[config.mk]
export PLATFORM = sky130hd
export DESIGN_NAME = line_fetch_scheduler
export DESIGN_NICKNAME = d
export VERILOG_FILES = /design/src/rtl/line_fetch_scheduler.sv
export SDC_FILE = /design/constraint.sdc
export NUM_CORES = 1
export LEC_CHECK = 0
export CAP_MARGIN = 20
export CORE_ASPECT_RATIO = 1.2
export CORE_MARGIN = 1.5
export CORE_UTILIZATION = 35
export DETAILED_ROUTE_END_ITERATION = 7
export PLACE_DENSITY = 0.71
export SLEW_MARGIN = 20
export SYNTH_ARGS = -nofsm -noshare
export SYNTH_HDL_FRONTEND = slang
export SYNTH_SLANG_ARGS = --single-unit
export TNS_END_PERCENT = 20
[constraint.sdc]
create_clock -name i_clk -period 6.79 [get_ports i_clk]
set_input_delay 0.679 -clock i_clk [delete_from_list [all_inputs] [get_ports i_clk]]
set_output_delay 0.679 -clock i_clk [all_outputs]
set_load 0.05 [all_outputs]
[src/rtl/line_fetch_scheduler.sv]
// line_fetch_scheduler
//   Arbitrates a single-port framebuffer RAM between display line fetches and
//   host writes. A rising vertical sync schedules line 0, and each falling data
//   enable schedules the next active line. A line fetch is a burst of
//   WORDS_PER_LINE consecutive reads that are copied into a double-buffered
//   line buffer. Host writes fill the idle cycles. A fetch always takes
//   priority over a host write, and a fetch that is already running is never
//   preempted.
//
// Ports
//   i_clk, i_rst         : clock, synchronous active-high reset
//   i_de, i_vs           : data enable / vertical sync from the timing generator
//   i_wr_req             : host write request, held until o_wr_ack
//   i_wr_addr, i_wr_data : host write word address / data
//   o_wr_ack             : one-cycle pulse in the cycle the host write hits RAM
//   o_ram_addr, o_ram_we : RAM address / write enable
//   o_ram_wdata          : RAM write data
//   i_ram_rdata          : RAM read data, valid one cycle after the address
//   o_lb_we, o_lb_addr   : line-buffer write strobe / word index
//   o_lb_data            : line-buffer write data (RAM read data passed through)
//   o_lb_bank            : bank being filled; the display reads ~o_lb_bank
//   o_underrun           : sticky, set when a line trigger is dropped
module line_fetch_scheduler #(
  parameter int WORDS_PER_LINE = 40,
  parameter int ACTIVE_LINES   = 480
) (
  input  logic        i_clk,
  input  logic        i_rst,
  input  logic        i_de,
  input  logic        i_vs,
  input  logic        i_wr_req,
  input  logic [14:0] i_wr_addr,
  input  logic [15:0] i_wr_data,
  output logic        o_wr_ack,
  output logic [14:0] o_ram_addr,
  output logic        o_ram_we,
  output logic [15:0] o_ram_wdata,
  input  logic [15:0] i_ram_rdata,
  output logic        o_lb_we,
  output logic [5:0]  o_lb_addr,
  output logic [15:0] o_lb_data,
  output logic        o_lb_bank,
  output logic        o_underrun
);

  localparam int          LINE_W    = (ACTIVE_LINES > 2) ? $clog2(ACTIVE_LINES) : 1;
  localparam logic [14:0] LINE_STEP = 15'(WORDS_PER_LINE);
  localparam logic [5:0]  LAST_WORD = 6'(WORDS_PER_LINE - 1);

  localparam logic [1:0] ST_IDLE  = 2'd0;
  localparam logic [1:0] ST_FETCH = 2'd1;
  localparam logic [1:0] ST_HOST  = 2'd2;

  logic [1:0]        state_r;
  logic              pending_r;
  logic [LINE_W-1:0] line_r;
  logic [14:0]       base_r;
  logic              de_r;
  logic              vs_r;
  logic [5:0]        word_r;
  logic [14:0]       ram_addr_r;
  logic [15:0]       ram_wdata_r;
  logic              ram_we_r;
  logic              wr_ack_r;
  logic              lb_we_r;
  logic [5:0]        lb_addr_r;
  logic              lb_bank_r;
  logic              underrun_r;

  logic              vs_trig_s;
  logic              de_trig_s;
  logic              line_room_s;
  logic              busy_s;
  logic              trig_s;
  logic              sched_s;
  logic              overrun_s;
  logic [14:0]       base_sched_s;
  logic [LINE_W-1:0] line_sched_s;
  logic [14:0]       fetch_base_s;

  // Trigger edge detection and the decision to schedule or drop a line fetch.
  always_comb begin
    vs_trig_s   = i_vs & ~vs_r;
    de_trig_s   = ~i_de & de_r;
    line_room_s = (32'(line_r) + 32'd1) < 32'(ACTIVE_LINES);
    busy_s      = (state_r == ST_FETCH) | pending_r;
    // An out-of-range de trigger is ignored outright, so it never counts as an overrun.
    trig_s      = vs_trig_s | (de_trig_s & line_room_s);
    sched_s     = trig_s & ~busy_s;
    overrun_s   = trig_s & busy_s;
    if (vs_trig_s) begin
      base_sched_s = 15'd0;
      line_sched_s = {LINE_W{1'b0}};
    end else begin
      // Base advances by a fixed stride, wrapping modulo 2^15; no multiply.
      base_sched_s = base_r + LINE_STEP;
      line_sched_s = line_r + LINE_W'(1'b1);
    end
    // The burst may start in the same cycle its trigger arrives.
    if (sched_s) begin
      fetch_base_s = base_sched_s;
    end else begin
      fetch_base_s = base_r;
    end
  end

  // Registered timing inputs, line counter, fetch base and sticky overrun flag.
  always_ff @(posedge i_clk) begin
    if (i_rst) begin
      vs_r       <= 1'b0;
      de_r       <= 1'b0;
      base_r     <= 15'd0;
      line_r     <= {LINE_W{1'b0}};
      underrun_r <= 1'b0;
    end else begin
      vs_r <= i_vs;
      de_r <= i_de;
      if (sched_s) begin
        base_r <= base_sched_s;
        line_r <= line_sched_s;
      end
      if (overrun_s) begin
        underrun_r <= 1'b1;
      end
    end
  end

  // Port arbiter FSM driving the registered RAM port.
  always_ff @(posedge i_clk) begin
    if (i_rst) begin
      state_r     <= ST_IDLE;
      pending_r   <= 1'b0;
      word_r      <= 6'd0;
      ram_addr_r  <= 15'd0;
      ram_wdata_r <= 16'd0;
      ram_we_r    <= 1'b0;
      wr_ack_r    <= 1'b0;
    end else begin
      ram_we_r <= 1'b0;
      wr_ack_r <= 1'b0;
      // A trigger taken during HOST stays pending until the FSM is back in IDLE.
      if (sched_s) begin
        pending_r <= 1'b1;
      end
      case (state_r)
        ST_IDLE: begin
          if (pending_r | sched_s) begin
            state_r    <= ST_FETCH;
            pending_r  <= 1'b1;
            word_r     <= 6'd0;
            ram_addr_r <= fetch_base_s;
          end else if (i_wr_req) begin
            state_r     <= ST_HOST;
            ram_addr_r  <= i_wr_addr;
            ram_wdata_r <= i_wr_data;
            ram_we_r    <= 1'b1;
            wr_ack_r    <= 1'b1;
          end else begin
            state_r <= ST_IDLE;
          end
        end
        ST_FETCH: begin
          if (word_r == LAST_WORD) begin
            state_r   <= ST_IDLE;
            pending_r <= 1'b0;
          end else begin
            word_r     <= word_r + 6'd1;
            ram_addr_r <= ram_addr_r + 15'd1;
          end
        end
        // A single write cycle; the mandatory IDLE afterwards limits the host to one write every two cycles.
        ST_HOST: begin
          state_r <= ST_IDLE;
        end
        default: begin
          state_r <= ST_IDLE;
        end
      endcase
    end
  end

  // Line-buffer write port, one cycle behind the RAM read; bank flips after the final word.
  always_ff @(posedge i_clk) begin
    if (i_rst) begin
      lb_we_r   <= 1'b0;
      lb_addr_r <= 6'd0;
      lb_bank_r <= 1'b0;
    end else begin
      lb_we_r <= (state_r == ST_FETCH);
      if (state_r == ST_FETCH) begin
        lb_addr_r <= word_r;
      end
      if (lb_we_r && (lb_addr_r == LAST_WORD)) begin
        lb_bank_r <= ~lb_bank_r;
      end
    end
  end

  assign o_wr_ack    = wr_ack_r;
  assign o_ram_addr  = ram_addr_r;
  assign o_ram_we    = ram_we_r;
  assign o_ram_wdata = ram_wdata_r;
  assign o_lb_we     = lb_we_r;
  assign o_lb_addr   = lb_addr_r;
  // Read data is passed straight through; it is held at zero between strobes.
  assign o_lb_data   = lb_we_r ? i_ram_rdata : 16'd0;
  assign o_lb_bank   = lb_bank_r;
  assign o_underrun  = underrun_r;

endmodule
* Yosys cells after proc, flatten, opt, wreduce, memory -nomap -nowiden
Cells that the tools add are included.
** Cells by class
- Reduce and logical (&&, ||, !) cells :: 7
- Multiplexer cells :: 20
- Eq/ne operators :: 7
- Order comparisons :: 1
- Bitwise gates (word level) :: 14
- $add $sub $neg :: 5
** Operators with widths (number)
- two-way mux 15 bit :: 5
- one-hot mux 15 bit (2 select lines) :: 1
- two-way mux 16 bit :: 1
- adder 15 x 1 -> 15 bit, second input constant :: 1
- adder 15 x 6 -> 15 bit, second input constant :: 1
- equality test 6 bit, second input constant :: 2
- two-way mux 6 bit :: 2
- one-hot mux 6 bit (2 select lines) :: 1
- adder 9 x 1 -> 10 bit, second input constant :: 1
- < comparator 10 x 9 -> 1 bit, second input constant :: 1
- adder 9 x 1 -> 9 bit, second input constant :: 1
- two-way mux 9 bit :: 1
- AND reduction 3 bit :: 3
- adder 6 x 1 -> 6 bit, second input constant :: 1
- two-way mux 2 bit :: 3
- != test 2 bit, second input constant :: 3
- NOT 1 bit :: 6
- AND 1 bit :: 5
- two-way mux 1 bit :: 4
- one-hot mux 2 bit (2 select lines) :: 1
- != test 3 bit, second input constant :: 1
- bitwise OR 1 bit :: 3
- OR reduction 3 bit :: 1
- equality test 2 x 1 -> 1 bit, second input constant :: 1
- other kinds (4) :: 4
** Word-level totals
- Output and inout bits :: 58
- Register bits after elaboration :: 76
- Bits of input ports :: 52
- Word-level logic and storage cells :: 68

* Logic depth before layout (Yosys ltp)
Gate-level depths: netlist of the first run.
- Word-level depth :: 8
- Gate-level depth with buffers :: 10
- Depth with buffers taken out :: 8

* Worst setup path after synthesis of the first run
No wires, ideal clock.
- Path type :: in2reg
- Start point :: in i_vs
- End point :: reg ram_wdata_r[10] (netlist: o_ram_wdata[10])
- Path buffers :: 3
- Required time :: 6.662 ns
- Arrival time :: 2.337 ns
- Setup slack :: 4.326 ns
- Setup time :: 0.128 ns
- Cell stages on the path :: 10
- Cell sequence :: nor2b_1 buf_2 nor2_1 a221oi_1 o21ai_2 nor3_2 buf_6 buf_8 mux2i_1 nor2_1
** Between the ends
- Cells in the longest elaborated chain, start to end :: 6
** Ends and longest elaborated chain
- start: declaration :: RTL line 30 : input logic i_vs,
- AND 1 bit :: RTL line 83 : vs_trig_s = i_vs & ~vs_r;
- bitwise OR 1 bit :: RTL line 88 : trig_s = vs_trig_s | (de_trig_s & line_room_s);
- AND 1 bit :: RTL line 89 : sched_s = trig_s & ~busy_s;
- bitwise OR 1 bit :: RTL line 147 : if (pending_r | sched_s) begin
- NOT 1 bit (no source line)
- AND reduction 3 bit (no source line)
- end signal: assignment :: RTL line 155 : ram_wdata_r <= i_wr_data;
- end: declaration :: RTL line 62 : logic [15:0] ram_wdata_r;
Every way passes these cells.
A chain may end at the register's enable or synchronous reset.

* Final worst setup path of the first run
- Start point :: in i_vs
- End point :: reg ram_wdata_r[5] (netlist: o_ram_wdata[5])
The elaborated chain is that of the path after synthesis.

==> flow_summary.json, run 1 <==
{
  "outcome": "finished clean",
  "grt_pass1_wl_um": 18310,
  "cts_made_buffers": 9,
  "cp_slowest_cell": "nor3_4",
  "wl_met1_um": 4537,
  "rsz0062_at_grt": "false",
  "avgViaCountPerCell": 5.506,
  "fillers": 1039,
  "boundaryPins": 110,
  "start_util_pct": 35.59,
  "drive_gt1_share_pct": 5.000,
  "hp-start": "base_r[0]",
  "wl_per_cell_um": 16.05,
  "drc": 0,
  "h-tree-depth": 3,
  "fmax_mhz": 270.5,
  "place.gp.congestion": 0.8882,
  "synthArstFlopShare_pct": 0,
  "synth-edff-count": 0,
  "seq_area_frac_synth_pct": 39.11,
  "postSynthAreaPerCell_um2": 8.138,
  "nets": 631,
  "ys.flop_type": "dfxtp_1",
  "ys_ff_latch": 76,
  "clk_latency_ns": 0.34,
  "cts_hold_buf": 0,
  "crit_arrival_ns": 3.90,
  "netlist.area_leader.share_pct": 39.11,
  "synthToLayoutAreaGrowth_pct": 37.66,
  "drt_wl_total_um": 11430,
  "worstReg2RegStart": "line_r[0]",
  "clk_pin_slew_ns": 0.06,
  "hold_viol_final": 0,
  "synth_fp_nets": 534,
  "synth_commonest_cells": "dfxtp_1 (76), nor2_1 (65), nand2_1 (50)",
  "die_area_um2": 11760,
  "yosysTopAreaCell": "dfxtp_1",
  "vias": 3920,
  "slew_headroom_pct": 28.71,
  "reg2reg_to": "o_ram_wdata[5]",
  "fin_skew_ns": 0.006375,
  "multi_input_area_um2": 2225,
  "cts.sinks": 76,
  "critPathCaptureType": "flip-flop",
  "worstPathMaxFanout": 18,
  "min_path_type": "reg2reg",
  "root_buffer": "clkbuf_16",
  "irDropWorstVdd_v": 0.0001386,
  "dp.cells": 696,
  "grt_usage_pct": 19.52,
  "worst-setup-path-type": "in2reg",
  "dr_wl_met2_um": 5863,
  "syn_area_um2": 3890,
  "first_iter_violations": 238,
  "fin_ws_ns": 3.094,
  "rrSetupSlack_ns": 3.51,
  "layout_min_cycle_time_ns": 3.696,
  "io_buffers": 109,
  "core_um2": 10930,
  "tns_ns": 0,
  "hold-path-endpoint": "base_r[0]",
  "path_common_cell": "nor2_1",
  "clk_path_buf_depth": 2,
  "ctsResizeCount": 0,
  "finalCoreUtilization_pct": 48.99,
  "die_h_um": 118.5,
  "fin_cells": 712,
  "cts_tree": "built",
  "grt_pass1_vias": 3706,
  "hpwl_um": 8427,
  "route.met3.wl_um": 694,
  "yosysWarnings": 0,
  "diodes": 0,
  "die_x_um": 99.24,
  "cp_cell_sequence": "clkdlybuf4s50_1, nor2b_1, nor2_1, a221oi_1, o21ai_2, nor3_4, mux2i_1, nor2_1",
  "antenna_left": 0,
  "post-route-period-util_pct": 54.44,
  "max_stage_delay_ns": 0.96,
  "antenna_found_initial": 0,
  "maxSlewViolCount": 0,
  "crit_path_start_kind": "input port",
  "synth_top_cells_by_area": "dfxtp_1 (39%), nor2_1 (6.3%), a21oi_1 (5.9%)",
  "register_area_um2": 1521,
  "cap_violations": 0,
  "grt_overflow": 0,
  "grt_start_max_net_pins": 61,
  "ff2ff_path_depth": 8,
  "min_path_cells": 1,
  "p_leak_uw": 0.001929,
  "postCtsSetupBuffers": 0,
  "place_ws_ns": 2.744,
  "synth_cell_types": 58,
  "cp.required_ns": 7.00,
  "tightest_slew_ns": 1.066,
  "top_layer_used": "met4",
  "setup_viol": 0,
  "powerDensity_nw_per_um2": 261.0,
  "row_count": 42,
  "syn_inst": 478,
  "drt_pass1_iterations": 5,
  "yosysMostFrequentCell": "dfxtp_1"
}
-- state kept, by name, indices dropped and copies added, names as in the netlist, 2 cells and up --
name         count
word_r           6
base_r          15
state_r          2
line_r           9
o_lb_addr        6
o_ram_wdata     16
o_ram_addr      15
-- cells in the final DEF (no fill, tap or decap), types with 3 or more instances in the layout --
cell type and n:
nand2_1 50, xnor2_1 6, nand2b_1 6, nand4_1 8, o32ai_1 3, o21ai_0 17, clkdlybuf4s50_1 108, dfxtp_1 76
nor3_1 13, mux2i_1 17, nor2_1 65, a21oi_1 46, a31oi_1 7, and2_1 25, clkbuf_16 9, o21a_1 3
xor2_1 10, ha_1 4, or3_1 6, nand3_1 19, a221oi_1 4, and3_1 7, nor2b_1 8, a211oi_1 3
a21o_1 4, inv_1 4, nor4_1 9
-- layer usage --
layer | up-vias | GRT usage, %
met2 | 141 | 34.03
met1 | 1854 | 22.45
met4 | 0 | 9.155
li1 | 1898 | -
met5 | - | 0
met3 | 27 | 4.317
-- final cells by class --
cell class	count	area share (%)
multi-input cells	373	41.54
flip-flops and latches	76	28.41
repair buffers	111	20.56
clock buffers	11	4.533
well taps	132	3.084
clock inverters	5	1.589
inverters	4	0.2804
-- how the worst max path moves through the flow --
stage | start | end | slack, ns | depth (start not counted)
after global placement | i_vs | o_ram_wdata[1] | 2.86 | 8
after CTS | i_vs | o_ram_wdata[5] | 3.09 | 8
after global routing | i_vs | o_ram_wdata[4] | 2.82 | 8
after detailed placement | i_vs | o_ram_wdata[5] | 2.74 | 8
after floorplan | i_vs | o_ram_wdata[10] | 4.33 | 10
final | i_vs | o_ram_wdata[5] | 3.09 | 8
-- stage by stage --
stage	hold slack (ns)	total power [µW]	area (µm²)
2_1_floorplan	0.4210	761.1	3890
3_3_place_gp	0.4364	878.6	5027
3_5_place_dp	0.4407	881.8	5027
4_1_cts	0.4591	1404	5355
5_1_grt	0.4672	1452	5355
6_report	0.4555	1398	5355
-- power breakdown --
part | internal [µW] | leakage [µW] | total [µW] | switching [µW]
Clock | 333 | 0.000156 | 522 | 189
Sequential | 476 | 0.000619 | 517 | 40.4
Combinational | 133 | 0.00115 | 359 | 226
Total | 943 | 0.00193 | 1400 | 455
-- cell families (layout without fill, tap and decap cells) --
group,Yosys count,in the layout,share of synthesized area [%]
and+or+nand+nor,225,225,28.72
AOI/OAI and AO/OA,110,110,18.75
DFF,76,76,39.11
buffers and inverters,29,131,3.859
muxes,18,18,4.664
xor gates and xnor gates,16,16,3.602
adders and majority gates,4,4,1.287
-- worst max-delay path, delay by kind of cell --
family                 cells  cell delay, ns
buffers and inverters      1            0.48
AND/OR/NAND/NOR            4            1.61
multiplexers               1            0.32
AO/OA/AOI/OAI              2            0.81
Power figures use the tool's default switching activity.
==> inputs of run 2 (changes only) <==
clock period = 3.8 ns   (was 6.79 ns; I/O delays follow)
==> run 2 against run 1 <==
Hold slack got worse by 0.050 ns. Sequential power grew 79%. Clock skew grew 0.0011 ns. Register-to-register slack worse by 2.7 ns. First-iteration DRC count rose by 20%. Largest power group is now registers. Highest routed layer unchanged.
==> flow_summary.json, run 2 (synthesis results as in run 1) <==
{
  "post-route-period-util_pct": 77.98,
  "cp_slowest_cell": "o21ai_2",
  "irDropWorstVdd_v": 0.0002021,
  "slew_headroom_pct": 49.67,
  "postPlaceCellArea_um2": 5080,
  "fin_area_um2": 5359,
  "grt_busiest_layer": "met2",
  "h-tree-depth": 3,
  "avgViaCountPerCell": 5.476,
  "critPathCaptureType": "flip-flop",
  "gr-usage-met1_pct": 23.21,
  "row_count": 42,
  "outcome": "finished clean",
  "combPwrFrac_pct": 27.5,
  "use_met3_pct": 2.898,
  "critPathTopFamily": "compound AO/OA/AOI/OAI gates",
  "cp_cell_sequence": "ha_1, and4_2, nand3_1, a21o_1, o21ai_2, nor2_1, o311a_2, a2111oi_4",
  "reg2reg_to": "o_ram_addr[7]",
  "ff2ff_path_depth": 8,
  "finalCoreUtilization_pct": 49.03,
  "boundaryPins": 110,
  "diodes": 0,
  "hold-path-endpoint": "base_r[11]",
  "vias": 3937,
  "place_ws_ns": 0.7638,
  "cp.required_ns": 4.04,
  "clk_latency_ns": 0.34,
  "ctsResizeCount": 0,
  "layout_min_cycle_time_ns": 2.963,
  "place.gp.congestion": 0.9312,
  "fin_skew_ns": 0.007517,
  "p_sw_share_pct": 34.36,
  "grt_start_max_net_pins": 50,
  "crit_path_start_kind": "flip-flop",
  "die_h_um": 118.5,
  "cts_hold_buf": 0,
  "grt_pass1_vias": 3826,
  "maxSlewViolCount": 0,
  "worstPathMaxFanout": 18,
  "core_um2": 10930,
  "tns_ns": 0,
  "hp-start": "i_rst",
  "cts_tree": "built",
  "root_buffer": "clkbuf_16",
  "worstReg2RegStart": "line_r[0]",
  "p_int_uw": 1558,
  "worst-setup-path-type": "reg2reg",
  "first_iter_violations": 286,
  "clk_path_buf_depth": 2,
  "drive_gt1_share_pct": 6.133,
  "drt_wl_total_um": 11780,
  "grt_pass1_wl_um": 18990,
  "die_x_um": 99.24,
  "final_cell_mix": "clkdlybuf4s50_1 (108), dfxtp_1 (76), nor2_1 (65), nand2_1 (50), a21oi_1 (46)",
  "antenna_found_initial": 0,
  "crit_buf_inv": 0,
  "rsz0062_at_grt": "false",
  "cts_made_buffers": 9,
  "hpwl_um": 8822,
  "crit_arrival_ns": 3.20,
  "fin_ws_ns": 0.8368,
  "cts.sinks": 76,
  "hold_viol_final": 0,
  "synthToLayoutAreaGrowth_pct": 37.76,
  "max_stage_delay_ns": 0.63,
  "wl_per_cell_um": 16.39,
  "cap_violations": 0,
  "io_buffers": 109,
  "drc": 0,
  "drt_pass1_iterations": 5,
  "grtUsageMet2_pct": 35.92,
  "die_area_um2": 11760,
  "clk_pin_slew_ns": 0.06,
  "fmax_mhz": 337.5,
  "final_common_cell": "clkdlybuf4s50_1",
  "cp.depth": 8,
  "tightest_slew_ns": 0.7548,
  "postCtsSetupBuffers": 0,
  "min_path_cells": 2,
  "nets": 638,
  "rrSetupSlack_ns": 0.84,
  "grt_overflow": 0,
  "antenna_left": 0,
  "min_path_type": "in2reg",
  "power.share.clock_pct": 33.5,
  "start_util_pct": 35.59,
  "grt_usage_pct": 20.36,
  "powerDensity_nw_per_um2": 443.0,
  "p_leak_uw": 0.001936,
  "largest_reg_flops": 16,
  "setup_viol": 0,
  "net-switching-power_uw": 815.8,
  "p_seq_share_pct": 39.0
}
run 2: cell count changes in the layout (fill, tap and decap cells not counted):
cell        change
clkinv_4        -2
inv_6           +1
bufinv_16       -2
buf_4           +7
clkinv_2        +1
clkinvlp_4      +2
run 2: worst max-delay path by stage:
stage | from | to | slack (ns)
6_report | line_r[0] | o_ram_addr[7] | 0.84
4_1_cts | line_r[0] | o_ram_addr[7] | 0.88
3_5_place_dp | i_de | o_ram_wdata[13] | 0.76
3_3_place_gp | i_de | o_ram_wdata[0] | 0.86
2_1_floorplan | line_r[0] | o_ram_wdata[10] | 1.43
5_1_grt | line_r[0] | o_ram_addr[7] | 0.65
run 2: worst reg2reg max path, cell delays in order, from the launching register on:
cell	delay [ns]
dfxtp_1	0.39
ha_1	0.22
and4_2	0.30
nand3_1	0.23
a21o_1	0.33
o21ai_2	0.63
nor2_1	0.26
o311a_2	0.20
a2111oi_4	0.29
run 2: per-stage QoR:
stage | power, µW | std cells | hold WS [ns]
6_report | 2374 | 719 | 0.4051
5_1_grt | 2466 | 719 | 0.4197
4_1_cts | 2384 | 719 | 0.3937
3_5_place_dp | 1591 | 703 | 0.4379
3_3_place_gp | 1584 | 703 | 0.4365
2_1_floorplan | 1360 | 478 | 0.4210
run 2: power groups by stage:
stage	combinational (µW)	sequential, µW	clock, µW
floorplan	311	1050	0
global placement	646	938	0
detailed placement	650	941	0
CTS	653	923	808
global route	696	933	837
finish	653	925	796
run 2: per-layer routing:
metal	vias to the layer above	share of wire, %
li1	1913	-
met1	1821	39
met2	171	51
met3	32	5.8
met4	0	4.1
met5	-	0
run 2: cell type report:
class | instances | area, µm²
Inverter | 4 | 15.01
Clock inverter | 5 | 36.28
Timing Repair Buffer | 118 | 1154
Clock buffer | 11 | 242.7
Multi-Input combinational cell | 373 | 2225
Fill cell | 1029 | 5572
Tap cell | 132 | 165.2
Sequential cell | 76 | 1521
